===== src/rtl/cpu_if_pkg.sv =====
// Shared definitions for the CPU interface master: FSM state encoding and
// default parameter values.
package cpu_if_pkg;

    localparam int unsigned AW_DEF      = 16;
    localparam int unsigned DW_DEF      = 32;
    localparam int unsigned TIMEOUT_DEF = 255;

    typedef enum logic [1:0] {
        ST_IDLE = 2'd0,
        ST_BUSY = 2'd1,
        ST_RESP = 2'd2
    } state_e;

endpackage


===== src/rtl/cpu_if_timer.sv =====
// Saturating wait counter for the BUSY phase; expired flags the last cycle
// the master may wait for an acknowledge.
module cpu_if_timer
    import cpu_if_pkg::*;
#(
    parameter int unsigned TIMEOUT_CYC = TIMEOUT_DEF
) (
    input  logic clk,
    input  logic reset_l,
    input  logic clear,
    input  logic enable,
    output logic expired
);

    localparam int unsigned CW = $clog2(TIMEOUT_CYC + 1);
    localparam logic [CW-1:0] LAST = CW'(TIMEOUT_CYC - 1);
    localparam logic [CW-1:0] MAX  = CW'(TIMEOUT_CYC);

    logic [CW-1:0] cnt_q, cnt_d;

    always_comb begin
        cnt_d = cnt_q;
        if (clear) begin
            cnt_d = '0;
        end else if (enable && (cnt_q != MAX)) begin
            cnt_d = cnt_q + 1'b1;
        end
    end

    always_ff @(posedge clk or negedge reset_l) begin
        if (!reset_l) begin
            cnt_q <= '0;
        end else begin
            cnt_q <= cnt_d;
        end
    end

    assign expired = (cnt_q == LAST);

endmodule


===== src/rtl/cpu_if_master.sv =====
// Single-outstanding command-to-bus master with acknowledge timeout; one
// command is accepted, issued on the bus, and answered with one result strobe.
module cpu_if_master
    import cpu_if_pkg::*;
#(
    parameter int unsigned AW          = AW_DEF,
    parameter int unsigned DW          = DW_DEF,
    parameter int unsigned TIMEOUT_CYC = TIMEOUT_DEF
) (
    input  logic          clk,
    input  logic          reset_l,
    input  logic          cmd_valid,
    output logic          cmd_ready,
    input  logic          cmd_write,
    input  logic [AW-1:0] cmd_addr,
    input  logic [DW-1:0] cmd_wdata,
    output logic          cpu_req,
    output logic          cpu_we,
    output logic [AW-1:0] cpu_addr,
    output logic [DW-1:0] cpu_wdata,
    input  logic          cpu_ack,
    input  logic [DW-1:0] cpu_rdata,
    output logic          rsp_valid,
    output logic [DW-1:0] rsp_rdata,
    output logic          rsp_err,
    output logic          cpu_if_timeout
);

    state_e        state_q, state_d;
    logic          cmd_ready_q, cmd_ready_d;
    logic          cpu_we_q, cpu_we_d;
    logic [AW-1:0] cpu_addr_q, cpu_addr_d;
    logic [DW-1:0] cpu_wdata_q, cpu_wdata_d;
    logic [DW-1:0] rsp_rdata_q, rsp_rdata_d;
    logic          rsp_err_q, rsp_err_d;
    logic          timeout_q, timeout_d;
    logic          expired;

    // Counter is held at zero outside BUSY, so it starts from zero on every entry.
    cpu_if_timer #(
        .TIMEOUT_CYC(TIMEOUT_CYC)
    ) u_timer (
        .clk    (clk),
        .reset_l(reset_l),
        .clear  (state_q != ST_BUSY),
        .enable ((state_q == ST_BUSY) && !cpu_ack),
        .expired(expired)
    );

    always_comb begin
        state_d     = state_q;
        cpu_we_d    = cpu_we_q;
        cpu_addr_d  = cpu_addr_q;
        cpu_wdata_d = cpu_wdata_q;
        rsp_rdata_d = rsp_rdata_q;
        rsp_err_d   = rsp_err_q;
        timeout_d   = 1'b0;
        case (state_q)
            ST_IDLE: begin
                if (cmd_valid && cmd_ready_q) begin
                    state_d     = ST_BUSY;
                    cpu_we_d    = cmd_write;
                    cpu_addr_d  = cmd_addr;
                    cpu_wdata_d = cmd_wdata;
                end
            end
            ST_BUSY: begin
                // Acknowledge takes priority over a simultaneous timeout.
                if (cpu_ack) begin
                    state_d     = ST_RESP;
                    rsp_rdata_d = cpu_we_q ? '0 : cpu_rdata;
                    rsp_err_d   = 1'b0;
                end else if (expired) begin
                    state_d     = ST_RESP;
                    rsp_rdata_d = '0;
                    rsp_err_d   = 1'b1;
                    timeout_d   = 1'b1;
                end
            end
            ST_RESP: state_d = ST_IDLE;
            default: state_d = ST_IDLE;
        endcase
        cmd_ready_d = (state_d == ST_IDLE);
    end

    always_ff @(posedge clk or negedge reset_l) begin
        if (!reset_l) begin
            state_q     <= ST_IDLE;
            cmd_ready_q <= 1'b0;
            cpu_we_q    <= 1'b0;
            cpu_addr_q  <= '0;
            cpu_wdata_q <= '0;
            rsp_rdata_q <= '0;
            rsp_err_q   <= 1'b0;
            timeout_q   <= 1'b0;
        end else begin
            state_q     <= state_d;
            cmd_ready_q <= cmd_ready_d;
            cpu_we_q    <= cpu_we_d;
            cpu_addr_q  <= cpu_addr_d;
            cpu_wdata_q <= cpu_wdata_d;
            rsp_rdata_q <= rsp_rdata_d;
            rsp_err_q   <= rsp_err_d;
            timeout_q   <= timeout_d;
        end
    end

    assign cmd_ready      = cmd_ready_q;
    assign cpu_req        = (state_q == ST_BUSY);
    assign cpu_we         = cpu_we_q;
    assign cpu_addr       = cpu_addr_q;
    assign cpu_wdata      = cpu_wdata_q;
    assign rsp_valid      = (state_q == ST_RESP);
    assign rsp_rdata      = rsp_rdata_q;
    assign rsp_err        = rsp_err_q;
    assign cpu_if_timeout = timeout_q;

endmodule


===== config.mk =====
export PLATFORM = sky130hd
export DESIGN_NAME = cpu_if_master
export DESIGN_NICKNAME = d
export VERILOG_FILES = /design/src/rtl/cpu_if_pkg.sv /design/src/rtl/cpu_if_timer.sv /design/src/rtl/cpu_if_master.sv
export SDC_FILE = /design/constraint.sdc
export NUM_CORES = 1
export LEC_CHECK = 0
export CELL_PAD_IN_SITES_DETAIL_PLACEMENT = 1
export CELL_PAD_IN_SITES_GLOBAL_PLACEMENT = 1
export CORE_MARGIN = 1.5
export CORE_UTILIZATION = 32
export DETAILED_ROUTE_END_ITERATION = 8
export PLACE_DENSITY_LB_ADDON = 0.1
export SLEW_MARGIN = 30
export SYNTH_ARGS = -nofsm -noshare
export SYNTH_HDL_FRONTEND = slang
export SYNTH_HIERARCHICAL = 1
export SYNTH_SLANG_ARGS = --single-unit

===== constraint.sdc =====
create_clock -name clk -period 2.3 [get_ports clk]
set_input_delay 0.46 -clock clk [delete_from_list [all_inputs] [get_ports clk]]
set_output_delay 0.46 -clock clk [all_outputs]
set_load 0.01 [all_outputs]

==> results of run 1 <==
-- kinds of logic after synthesis --
group,count (synthesis),share of synthesized area [%]
fa+ha+maj,2,0.632
mux,51,14.6
flops,94,59.4
compound gates,46,6.44
simple gates,64,12.1
buf+inv,59,6.89
-- worst min path at each step --
stage,end
after floorplan,cmd_ready
after global placement,cpu_wdata[28]
after detailed placement,cpu_wdata[28]
after CTS,cpu_wdata[28]
after global routing,cpu_wdata[28]
final,cpu_wdata[28]
-- registers in the layout (all words and copies together), names as in the netlist --
| name | cells |
|---|---|
| u_timer/cnt_q | 8 |
| state_q | 2 |
| rsp_err | 1 |
| rsp_rdata | 32 |
| cmd_ready | 1 |
| cpu_addr | 16 |
| cpu_if_timeout | 1 |
| cpu_we | 1 |
| cpu_wdata | 32 |
-- Yosys cell counts (all sizes together) (2+ instances only) --
master / count
dfrtp: 94
clkbuf: 6
nand4b: 32
nor2b: 2
nor3: 6
mux2: 51
nor2: 6
buf: 16
nand4: 2
a211oi: 2
a21oi: 7
ha: 2
nand2: 2
inv: 37
and3: 4
o21ai: 32
nand3: 5
-- where the power goes --
part | switching, mW | leakage (nW) | internal [mW]
Sequential | 0.349 | 1.17 | 2.33
Combinational | 1.36 | 1.20 | 1.96
Clock | 0.650 | 0.135 | 0.848
-- layout make-up --
| cell class | count | area share [%] |
|---|---|---|
| clock inverters | 6 | 1.14 |
| inverters | 37 | 2.25 |
| multi-input cells | 163 | 21.7 |
| well taps | 168 | 3.41 |
| clock buffers | 10 | 3.71 |
| flip-flops and latches | 94 | 38.2 |
| repair buffers | 182 | 29.6 |
-- critical path, stage by stage, from the launching register on --
cell             delay [ns]
dfrtp_1                0.42
nand2b_2               0.24
inv_2                  0.07
clkdlybuf4s50_1        0.59
-- layer usage --
layer | track usage (%) | vias to the layer above | routed length [µm]
li1 | - | 1447 | -
met3 | 5.66 | 11 | 697
met5 | 0 | - | 0
met1 | 21.3 | 1564 | 4750
met2 | 31.9 | 96 | 5840
met4 | 4.83 | 0 | 154
-- through the flow --
step	power, mW	hold WS (ns)	utilization [%]	setup slack, ns
2_1_floorplan	4.17	0.164	-	0.628
3_3_place_gp	5.97	0.444	48.6	0.341
3_5_place_dp	6.07	0.445	48.6	0.314
4_1_cts	7.62	0.0627	51.1	0.132
5_1_grt	7.93	0.0748	51.1	0.0943
6_report	7.50	0.0538	51.1	0.170
==> impl_summary.log, run 1 <==
INFO  metric cts_root_buffer = clkbuf_16
INFO  metric route.vias.total = 3118
INFO  metric detail_route.wl_per_cell = 17.3 µm
INFO  metric post_synth_inst_count = 316
INFO  metric fin_tns_setup = 0 ns
INFO  metric fillCellCount = 1255
INFO  metric power_density = 1220 nW/µm²
INFO  metric yosys-top-cells-area = dfrtp_1, mux2_2, nand4b_1
INFO  metric reg2reg_depth = 6
INFO  metric clock_latency_of_the_later_clocked_register_in_the_worst_skew_pair = 0.35 ns
INFO  metric grtUsageTotal = 18.1%
INFO  metric setup.worst_path.class = flip-flop to output port
INFO  metric area_of_all_placed_cells_without_fillers = 6160 µm²
INFO  metric place_hpwl = 8.16 mm
INFO  metric worstMarginPinSlew = 0.457 ns
INFO  metric total_placed_instance_area = 5860 µm²
INFO  metric layout.cells.non_filler = 660
INFO  metric power.ir.vdd_worst = 0.616 mV
INFO  metric multiInputGateArea = 1340 µm²
INFO  metric grt_first_pass_wirelength = 17.9 mm
INFO  metric outcome = finished, final reports clean
INFO  metric leading_register_cell_type_out_of_synthesis = dfrtp_1
INFO  metric avg_vias_per_cell = 4.72
INFO  metric placedCellCount = 644
INFO  metric buffer_ports.inserted = 170
INFO  metric reg_to_reg_critical_path_endpoint = rsp_rdata[23]
INFO  metric tritoncts.num_buffers = 9
INFO  metric synthDistinctLibCells = 37
INFO  metric rr_startpoint = u_timer/cnt_q[2]
INFO  metric finalHoldViolCount = 0
INFO  metric cts_setup_buffers = 0
INFO  metric synth.ff_latch_count = 94
INFO  metric r2r_setup_slack = 0.39 ns
INFO  metric placeableCoreArea = 12100 µm²
INFO  metric cp_data_required_time = 1.84 ns
INFO  metric cts_hold_buf = 0
INFO  metric insertedDiodeCount = 0
INFO  metric timing.critical_path.arrival = 1.67 ns
INFO  metric most_common_cell_after_layout_fill_and_taps_aside = clkdlybuf4s50_1
INFO  metric synthesis.yosys.warnings = 6
INFO  metric cts_max_level = 3
INFO  metric fp.dieW = 114 µm
INFO  metric grt_start_max_net_pins = 40
INFO  metric synth_fp_nets = 403
INFO  metric async_reset_ff_share = 100%
INFO  metric startpoint_type = flip-flop
INFO  metric critical_path_peak_fanout = 4
INFO  metric worst_setup_hold_path_clk_slew = 0.07 ns
INFO  metric fp.dieArea = 13100 µm²
INFO  metric floorplan.rows = 40
INFO  metric slew_headroom = 69.6%
INFO  metric synth_top_cell_by_area = dfrtp_1
INFO  metric crit_path_start = state_q[1]
INFO  metric achievable-frequency = 0.470 GHz
INFO  metric final_layout_size_suffix_gt1_share = 16.5%
INFO  metric nNetsFinal = 574
INFO  metric synth_edf_count = 0
INFO  metric drv.max_cap_violation_count = 0
INFO  metric gpl.final_weighted_congestion = 0.727
INFO  metric post_cts_repair_resize_count = 0
INFO  metric proportion_of_netlist_area_held_by_the_largest_area_contributor = 59.4%
INFO  metric tritoncts = done
INFO  metric synth.cell_area = 3960 µm²
INFO  metric postRouteAntennaNets = 0
INFO  metric synth.yosys.seq_area_share = 59.4%
INFO  metric via_count_of_the_first_global_routing_pass = 3330
INFO  metric dr.first_iter.drc_count = 112
INFO  metric drt-total-wl = 11.4 mm
INFO  metric reg_area = 2350 µm²
INFO  metric initial_core_util = 32.8%
INFO  metric hold_path_class = input port to async pin
INFO  metric cts_buffer_depth = 2
INFO  metric cp-endpoint = cpu_req
INFO  metric drtPass1Iterations = 5
INFO  metric gr_ovfl_total = 0
INFO  metric cts_num_sinks = 94
INFO  metric fp.dieH = 114 µm
INFO  metric syn-mean-instance-area = 12.5 µm²
INFO  metric area_delta_synth_final = 55.6%
INFO  metric mostFrequentLayoutCells = clkdlybuf4s50_1, dfrtp_1, mux2_2, inv_1, nand4b_1
INFO  metric grt_antenna_before_repair = 0
INFO  metric setup_viol_count_final = 0
INFO  metric drv_slew = 0
INFO  metric worst_clock_skew = 0.00680 ns
INFO  metric final.period_utilization = 92.6%
INFO  metric rsz0062_at_grt = false
INFO  metric shortest_clock_period_the_worst_path_allows_after_layout = 2.13 ns
INFO  metric detail_route.drc_violations = 0
INFO  metric cellLeakagePower = 2.51 nW
INFO  metric timing.critical_path.to_type = output port
INFO  metric io-pin-count = 171
Power figures use the tool's default switching activity.
==> inputs of run 2 (changes only) <==
--- a/config.mk
+++ b/config.mk
@@ -5,6 +5,7 @@
 export SDC_FILE = /design/constraint.sdc
 export NUM_CORES = 1
 export LEC_CHECK = 0
+export CAP_MARGIN = 20
 export CELL_PAD_IN_SITES_DETAIL_PLACEMENT = 1
 export CELL_PAD_IN_SITES_GLOBAL_PLACEMENT = 1
 export CORE_MARGIN = 1.5
==> results of run 2 <==
The final DEF is identical to that of run 1; final timing and power are the same.
